`config.mk`:
```
export PLATFORM = sky130hd
export DESIGN_NAME = fifo_wr_arbiter
export DESIGN_NICKNAME = d
export VERILOG_FILES = /design/src/rtl/fifo_wr_arbiter_pkg.sv /design/src/rtl/fifo_wr_arbiter_rr_select.sv /design/src/rtl/fifo_wr_arbiter.sv
export SDC_FILE = /design/constraint.sdc
export NUM_CORES = 1
export LEC_CHECK = 0
export ABC_AREA = 0
export ABC_CLOCK_PERIOD_IN_PS = 2300
export CAP_MARGIN = 10
export CORE_MARGIN = 2
export CORE_UTILIZATION = 30
export CTS_CLUSTER_SIZE = 14
export DETAILED_ROUTE_END_ITERATION = 10
export GPL_TIMING_DRIVEN = 0
export PLACE_DENSITY = 0.88
export RECOVER_POWER = 100
export SYNTH_ARGS = -nofsm -noshare
export SYNTH_HDL_FRONTEND = slang
export SYNTH_HIERARCHICAL = 1
export SYNTH_SLANG_ARGS = --single-unit
```
`constraint.sdc`:
```
create_clock -name clk_i -period 2.3 [get_ports clk_i]
set_clock_uncertainty 0.1 [all_clocks]
set_input_delay 0.46 -clock clk_i [delete_from_list [all_inputs] [get_ports clk_i]]
set_output_delay 0.46 -clock clk_i [all_outputs]
set_load 0.02 [all_outputs]
```
`src/rtl/fifo_wr_arbiter_pkg.sv`:
```
// Shared types and helpers for the FIFO write-port arbiter.
// Holds the two-state FSM encoding and the round-robin search used by rr_select.
package fifo_wr_arbiter_pkg;

    typedef enum logic [0:0] {
        IDLE  = 1'b0,
        GRANT = 1'b1
    } state_e;

    // The search helper works on a fixed 16-lane vector; narrower request
    // vectors are zero-extended by the caller and `num` bounds the search.
    localparam int unsigned RR_MAX_REQ = 16;
    localparam int unsigned RR_IDX_W   = 4;
    localparam int unsigned RR_POS_W   = 5;

    // Returns {found, index} of the first set request at or above `start`,
    // wrapping modulo `num`.
    function automatic logic [RR_POS_W-1:0] rr_search(
        input logic [RR_MAX_REQ-1:0] req,
        input logic [RR_IDX_W-1:0]   start,
        input logic [RR_POS_W-1:0]   num
    );
        logic                found;
        logic [RR_IDX_W-1:0] idx;
        logic [RR_POS_W-1:0] pos;
        found = 1'b0;
        idx   = '0;
        for (int i = 0; i < RR_MAX_REQ; i++) begin
            pos = {1'b0, start} + RR_POS_W'(i);
            if (pos >= num) begin
                pos = pos - num;
            end else begin
                pos = pos;
            end
            if ((i < int'(num)) && !found && req[pos[RR_IDX_W-1:0]]) begin
                found = 1'b1;
                idx   = pos[RR_IDX_W-1:0];
            end else begin
                found = found;
            end
        end
        return {found, idx};
    endfunction

endpackage

```
`src/rtl/fifo_wr_arbiter_rr_select.sv`:
```
// Combinational round-robin priority selector: finds the first requesting
// port at or above the start pointer, wrapping around NUM_REQ.
module rr_select
    import fifo_wr_arbiter_pkg::*;
#(
    parameter int unsigned NUM_REQ = 4,
    parameter int unsigned IDX_W   = 2
) (
    input  logic [NUM_REQ-1:0] req_i,
    input  logic [IDX_W-1:0]   start_i,
    output logic [IDX_W-1:0]   idx_o,
    output logic               any_o
);

    logic [RR_MAX_REQ-1:0] req_ext_s;
    logic [RR_IDX_W-1:0]   start_ext_s;
    logic [RR_POS_W-1:0]   result_s;

    // Widen the inputs to the helper's fixed lane count and split its result.
    always_comb begin
        req_ext_s   = RR_MAX_REQ'(req_i);
        start_ext_s = RR_IDX_W'(start_i);
        result_s    = rr_search(req_ext_s, start_ext_s, RR_POS_W'(NUM_REQ));
        idx_o       = IDX_W'(result_s[RR_IDX_W-1:0]);
        any_o       = result_s[RR_IDX_W];
    end

endmodule

```
`src/rtl/fifo_wr_arbiter.sv`:
```
// Round-robin arbiter that lets NUM_REQ producers share one sync-FIFO write
// port. An owner keeps the port for up to MAX_BURST words or until it drops
// valid; the next search then starts just above the previous owner.
module fifo_wr_arbiter
    import fifo_wr_arbiter_pkg::*;
#(
    parameter int unsigned NUM_REQ    = 4,
    parameter int unsigned DATA_WIDTH = 32,
    parameter int unsigned MAX_BURST  = 4
) (
    input  logic                            clk_i,
    input  logic                            rst_n_i,
    input  logic [NUM_REQ-1:0]              valid_i,
    input  logic [NUM_REQ*DATA_WIDTH-1:0]   data_i,
    output logic [NUM_REQ-1:0]              ready_o,
    input  logic                            fifo_full_i,
    output logic                            fifo_write_o,
    output logic [DATA_WIDTH-1:0]           fifo_wr_data_o,
    output logic [$clog2(NUM_REQ)-1:0]      grant_id_o,
    output logic                            busy_o
);

    localparam int unsigned IDX_W  = $clog2(NUM_REQ);
    localparam int unsigned BCNT_W = (MAX_BURST > 1) ? $clog2(MAX_BURST) : 1;

    state_e              state_q, state_d;
    logic [IDX_W-1:0]    owner_q, owner_d;
    logic [IDX_W-1:0]    rr_ptr_q, rr_ptr_d;
    logic [BCNT_W-1:0]   burst_q, burst_d;

    logic [IDX_W-1:0]      sel_idx_s;
    logic                  sel_any_s;
    logic [NUM_REQ-1:0]    owner_mask_s;
    logic                  owner_valid_s;
    logic [DATA_WIDTH-1:0] owner_data_s;
    logic [IDX_W-1:0]      rr_after_s;

    rr_select #(
        .NUM_REQ (NUM_REQ),
        .IDX_W   (IDX_W)
    ) u_rr_select (
        .req_i   (valid_i),
        .start_i (rr_ptr_q),
        .idx_o   (sel_idx_s),
        .any_o   (sel_any_s)
    );

    // Decode the owner into a one-hot lane mask and pick out its valid/data lanes.
    always_comb begin
        owner_mask_s  = '0;
        owner_valid_s = 1'b0;
        owner_data_s  = '0;
        for (int k = 0; k < NUM_REQ; k++) begin
            if (owner_q == IDX_W'(k)) begin
                owner_mask_s[k] = 1'b1;
                owner_valid_s   = valid_i[k];
                owner_data_s    = data_i[k*DATA_WIDTH +: DATA_WIDTH];
            end else begin
                owner_mask_s[k] = 1'b0;
            end
        end
        if (owner_q == IDX_W'(NUM_REQ-1)) begin
            rr_after_s = '0;
        end else begin
            rr_after_s = owner_q + IDX_W'(1'b1);
        end
    end

    // FSM next state, burst bookkeeping and the combinational handshake outputs.
    always_comb begin
        state_d        = state_q;
        owner_d        = owner_q;
        burst_d        = burst_q;
        rr_ptr_d       = rr_ptr_q;
        ready_o        = '0;
        fifo_write_o   = 1'b0;
        fifo_wr_data_o = '0;
        case (state_q)
            IDLE: begin
                if (sel_any_s) begin
                    owner_d = sel_idx_s;
                    burst_d = '0;
                    state_d = GRANT;
                end else begin
                    state_d = IDLE;
                end
            end
            GRANT: begin
                // Only the owner lane can be ready, and never into a full FIFO.
                ready_o        = owner_mask_s & {NUM_REQ{!fifo_full_i}};
                fifo_write_o   = owner_valid_s & !fifo_full_i;
                fifo_wr_data_o = owner_data_s;
                if (!owner_valid_s) begin
                    // Owner let go: release without a transfer this cycle.
                    state_d  = IDLE;
                    rr_ptr_d = rr_after_s;
                    burst_d  = '0;
                end else if (fifo_full_i) begin
                    // Stalled: keep owner and burst count exactly as they are.
                    state_d = GRANT;
                end else if (burst_q == BCNT_W'(MAX_BURST-1)) begin
                    // Last word of the burst transfers now, then hand over.
                    state_d  = IDLE;
                    rr_ptr_d = rr_after_s;
                    burst_d  = '0;
                end else begin
                    burst_d = burst_q + BCNT_W'(1'b1);
                end
            end
            default: begin
                state_d = IDLE;
            end
        endcase
    end

    // State registers; reset aborts any burst and restarts the search at port 0.
    always_ff @(posedge clk_i or negedge rst_n_i) begin
        if (!rst_n_i) begin
            state_q  <= IDLE;
            owner_q  <= '0;
            rr_ptr_q <= '0;
            burst_q  <= '0;
        end else begin
            state_q  <= state_d;
            owner_q  <= owner_d;
            rr_ptr_q <= rr_ptr_d;
            burst_q  <= burst_d;
        end
    end

    // Status outputs come straight from the state registers.
    always_comb begin
        busy_o     = (state_q == GRANT);
        grant_id_o = owner_q;
    end

endmodule

```
Yosys cells after proc, flatten, opt, wreduce, memory -nomap -nowiden
Cells that the tools add are included.
- register bits after elaboration: 7
- input bits: 135
- output and inout port bits: 40
- logic and storage cells: 92
- add/sub/neg operators: 9
- $lt $le $gt $ge: 8
- equal/unequal tests: 8
- multiplexer cells: 49
- bitwise logic cells: 3
- reductions and logical operators: 11
- operator list (operator ; count):
    2-to-1 mux 32 bit ; 5
    2-to-1 mux 2 bit ; 12
    2-to-1 mux 1 bit ; 21
    < comparator 4 x 5 -> 1 bit (second input constant) ; 4
    2-to-1 mux 4 bit ; 5
    binary-select mux 1 bit (select 4 bit) ; 4
    >= comparator 5 x 3 -> 1 bit (second input constant) ; 3
    subtractor 4 x 3 -> 4 bit (second input constant) ; 3
    adder 2 x 2 -> 3 bit (second input constant) ; 2
    equality test 2 bit (second input constant) ; 3
    adder 2 x 1 -> 2 bit (second input constant) ; 2
    AND 4 bit ; 1
    zero test 1 bit ; 4
    != test 2 bit (second input constant) ; 2
    one-hot mux 2 bit (2 select lines) ; 1
    AND reduction 2 bit ; 2
    subtractor 2 x 3 -> 4 bit (second input constant) ; 1
    adder 2 x 1 -> 3 bit (second input constant) ; 1
    >= comparator 2 x 3 -> 1 bit (second input constant) ; 1
    logical AND 1 bit ; 3
    != test 3 bit (second input constant) ; 1
    AND reduction 3 bit ; 1
    equality test 2 x 1 -> 1 bit (second input constant) ; 1
    zero test 2 bit ; 1
    4 further kinds ; 4

Depth between registers and ports, before layout
Gate-level depths: netlist of run 1.
- depth in word-level cells: 16
- depth in mapped cells: 11
- mapped depth without buffers: 9

Modules after synthesis
Netlist of run 1, hierarchy kept.
- by module, submodules not included (module ; times used ; cells each ; area each (sq um) ; seq. area each (sq um)):
    fifo_wr_arbiter ; 1 ; 235 ; 1705.4 ; 175.2
    rr_select ; 1 ; 38 ; 329.1 ; 0.0

Worst setup path after synthesis of run 1
Ideal clock, no wire load.
- kind: reg2reg
- start: register rr_ptr_q[0]
- end: register state_q, in the netlist busy_o
- setup time: 128 ps
- data arrival time: 2166 ps
- required time: 2072 ps
- path slack: -94 ps
- cell stages (with the launch flop): 11
- clock period less this slack: 2394 ps
- cells stage by stage: dfrtp_1 -> buf_6 -> inv_1 -> ha_1 -> buf_2 -> mux2_2 -> a211oi_1 -> o21a_1 -> nand3b_1 -> nor2b_1 -> o21bai_1
- longest elaborated chain between the ends: 16
- elaborated cells on any way between the ends: 35
- those cells by class: add/sub (7); order compare (4); mux (18); reduce/logical (6)
- ends and longest elaborated chain (what ; line ; RTL):
    from (decl) ; fifo_wr_arbiter.sv:28 ; logic [IDX_W-1:0] rr_ptr_q, rr_ptr_d;
    from (signal assigned) ; fifo_wr_arbiter.sv:126 ; rr_ptr_q <= rr_ptr_d;
    parallel branches: the longest is 13 deep, another holds subtractor 4 x 3 -> 4 bit ; - ;
    2-to-1 mux 1 bit (*) ; fifo_wr_arbiter_pkg.sv:35 ; if ((i < int'(num)) && !found && req[pos[RR_IDX_W-1:0]]) begin
    named net sel_any_s ; fifo_wr_arbiter.sv:32 ; logic sel_any_s;
    2-to-1 mux 1 bit (*) ; fifo_wr_arbiter.sv:80 ; if (sel_any_s) begin
    one-hot mux 1 bit (2 select lines) (*) ; fifo_wr_arbiter.sv:78 ; case (state_q)
    named net state_d ; fifo_wr_arbiter.sv:26 ; state_e state_q, state_d;
    to (signal assigned) ; fifo_wr_arbiter.sv:124 ; state_q <= state_d;
    to (decl) ; fifo_wr_arbiter.sv:26 ;
Mark *: on every way through the listed nets, which the timed path passes. The select of a mux whose other input is x is not followed.
A chain may end at the register's enable or synchronous reset.

Worst setup path after layout of run 1
- start: register owner_q[1], in the netlist grant_id_o[1]
- end: output port fifo_wr_data_o[17]
- longest elaborated chain between the ends: 6
- elaborated cells on any way between the ends: 9
- those cells by class: eq/ne (3); mux (5); reduce/logical (1)
- ends and longest elaborated chain (what ; line ; RTL):
    from (decl) ; fifo_wr_arbiter.sv:27 ; logic [IDX_W-1:0] owner_q, owner_d;
    from (signal assigned) ; fifo_wr_arbiter.sv:125 ; owner_q <= owner_d;
    zero test 2 bit ; fifo_wr_arbiter.sv:54 ; if (owner_q == IDX_W'(k)) begin
    2-to-1 mux 32 bit (3 in series) ; fifo_wr_arbiter.sv:54 ;
    2-to-1 mux 32 bit (*) ; fifo_wr_arbiter.sv:54 ;
    2-to-1 mux 32 bit (*) ; fifo_wr_arbiter.sv:78 ;
    to (decl) ; fifo_wr_arbiter.sv:18 ; output logic [DATA_WIDTH-1:0] fifo_wr_data_o,
Every way passes the cells marked *; elsewhere a longest branch is shown, timed or not.

==> qor.yml, run 1 <==
synth_area_per_cell_um2: 7.45
syn_inst: 273
drv_slew: 0
io_pins: 175
grt_setup_unrepaired: "yes"
finalSetupViolCount: 33
ant_nets: 0
p_seq_share_pct: 3.8
initial_core_util_pct: 30.4
grt_pass1_wl_um: 14800
n_antenna_cell: 0
p_switching_mw: 3.04
synth_area_leaders: "a221o_1 16%, or2b_1 10%, nand3_1 8.9%"
synth_area_leader_cell: "a221o_1"
ys_types: 44
grt_max_degree: 11
p_int_mw: 3.25
die_height_um: 86.4
drt_iter0_drc: 134
first_pass_iters: 5
crit_fanout: 10
worstSetupPathType: "reg -> out"
post-route-period-util_pct: 110
path_clk_slew_ns: 0.05
vias: 3035
slew_headroom_pct: 71.6
grtUsageTotal_pct: 24.1
status: "finished, violations left"
seq_area_frac_synth_pct: 8.61
clock-root-buffer: "clkbuf_8"
placed_area_um2: 4000
routedWlPerCell_um: 18.6
critPathRequiredTime_ns: 1.74
hp-class: "reg -> reg"
clkPwrFrac_pct: 2.9
switching_share_pct: 48.4
design.die.area_um2: 7460
ys_warn_count: 6
ys_ff_latch: 7
portBuffers: 174
ctsHoldBuffers: 0
final_nets: 617
async_flop_share_pct: 100
worstSetupStartpointType: "register"
syn_area_um2: 2030
cts_htree_levels: 1
holdWs_ns: 0.429
hold_viol_final: 0
routed_wl_um: 10300
ys.flop_type: "dfrtp_1"
synth-edff-count: 0
cts_inserted_buffers: 3
max_cap_violations: 0
leakage_nw: 1.86
drc: 0
clock-sinks: 7
period_needed_ns: 2.52
violations: "negative setup slack"
antenna_found_initial: 0
instances_no_fill: 552
cts_max_path_buffers: 2
powerDensity_nw_per_um2: 1400
cp-end-kind: "output pin"
tightest_slew_ns: 0.425
timing.final.ws_setup_ns: -0.223
combPwrFrac_pct: 93.3
coreArea_um2: 6680
vias_per_cell: 5.50
post-dp-hpwl_um: 7260
cts_tree: "yes"
drive_gt1_share_pct: 36.4
vdd_drop_max_mv: 0.789
power_mw: 6.29
gp_congestion: 0.817
fp.dieW_um: 86.4
area_growth_pct: 121
clock.fmax_mhz: 396
worstSkewPairLatency_ns: 0.23
grt-ovfl-total: 0
post-route-cell-area_um2: 4490
arrival_ns: 1.96
synth_nets: 417
grt_pass1_vias: 3016
yosysTopAreaCellShare_pct: 15.7
synth_common_cells: "36 x nand2_1, 36 x nand3_1, 34 x a21oi_1, 32 x a221o_1, 27 x or2b_1"
num_rows: 30
numPlacedInstances: 527
==> sequential cells by signal, indices dropped and copies added (netlist names) <==
name and cells:
burst_q 2, grant_id_o 2, rr_ptr_q 2, busy_o 1
==> per-stage QoR <==
step / util, % / setup WS, ns / TNS (ns)
after floorplan: - / -0.0103 / -0.0103
after global placement: 59.9 / -0.563 / -15.48
after detailed placement: 59.9 / -0.601 / -17.50
after CTS: 62.9 / -0.275 / -7.34
after global routing: 67.2 / -0.280 / -7.85
final: 67.2 / -0.223 / -5.74
==> metal layers <==
metal / share of wire (%) / track usage (%) / up-vias
met5: 0 / 0 / -
met4: 1.5 / 5.11 / 0
met3: 7.4 / 3.14 / 19
met2: 51 / 43.4 / 158
met1: 40 / 30.6 / 1427
li1: - / - / 1431
==> final cells by class <==
class                           count  area [µm²]
Fill cell                         530        2190
Timing Repair Buffer              199        1960
Multi-Input combinational cell    231        1910
Buffer                             24         250
Sequential cell                     7         178
Tap cell                           80         100
Inverter                            7        48.8
Clock buffer                        3        41.3
Clock inverter                      1        5.00
==> critical path: stages, from the launching register on <==
cell and delay, ns:
dfrtp_1 0.41, inv_2 0.13, ha_4 0.21, nor2b_4 0.07, buf_12 0.13, buf_8 0.13, a221o_1 0.33, nand3_2 0.09
a21oi_2 0.05, buf_4 0.17
==> placed cells by master, fill, tap and decap left out, drive strengths merged, types with 3 or more instances in the layout <==
cell,n
a211oi,3
a21oi,36
a221o,32
a31oi,3
a32o,4
and3,3
buf,73
clkbuf,14
clkdlybuf4s50,130
dfrtp,7
dlygate4sd2,3
dlygate4sd3,4
ha,9
inv,6
mux2,6
nand2,36
nand2b,6
nand3,36
nor2,4
nor2b,4
o21ai,3
or2b,27
==> power by group through the flow <==
stage          sequential (mW)  clock, mW  combinational, mW
5_1_grt                  0.246      0.191               6.22
4_1_cts                  0.235      0.183               5.19
3_3_place_gp             0.241          0               4.74
3_5_place_dp             0.246          0               4.84
6_report                 0.241      0.182               5.87
2_1_floorplan            0.265          0               3.15
==> path summary, 6_finish.rpt <==
path	slack, ns	to	startpoint	cells after the start
min reg2reg	0.43	burst_q[1]	burst_q[1]	1
min in group asynchronous	0.47	grant_id_o[0]	rst_n_i	1
max reg2reg	0.05	busy_o	rr_ptr_q[0]	9
max in group asynchronous	1.35	rr_ptr_q[1]	rst_n_i	1
min	0.43	burst_q[1]	burst_q[1]	1
max	-0.22	fifo_wr_data_o[17]	grant_id_o[1]	9
==> what timing repair did <==
action                     in CTS  in global routing
pin swaps                      27                 60
setup endpoints to repair      42                 40
gates resized for setup       222                 53
buffers inserted               12                 12
gates cloned                    0                  2
==> cells by family (layout without fill, tap and decap cells) <==
group           after synthesis  after routing  synth area share, %
compound gates               91             91                 33.8
simple gates                121            121                 32.1
flops                         7              7                 8.61
fa+ha+maj                     9              9                 5.54
mux                          10             10                 6.70
buf+inv                      35            234                 13.3
Power figures use the tool's default switching activity.
==> run 2: changes to the inputs <==
Settings changed: SLEW_MARGIN set to 20.
==> results of run 2 <==
The final DEF is identical to that of run 1; final timing and power are the same.
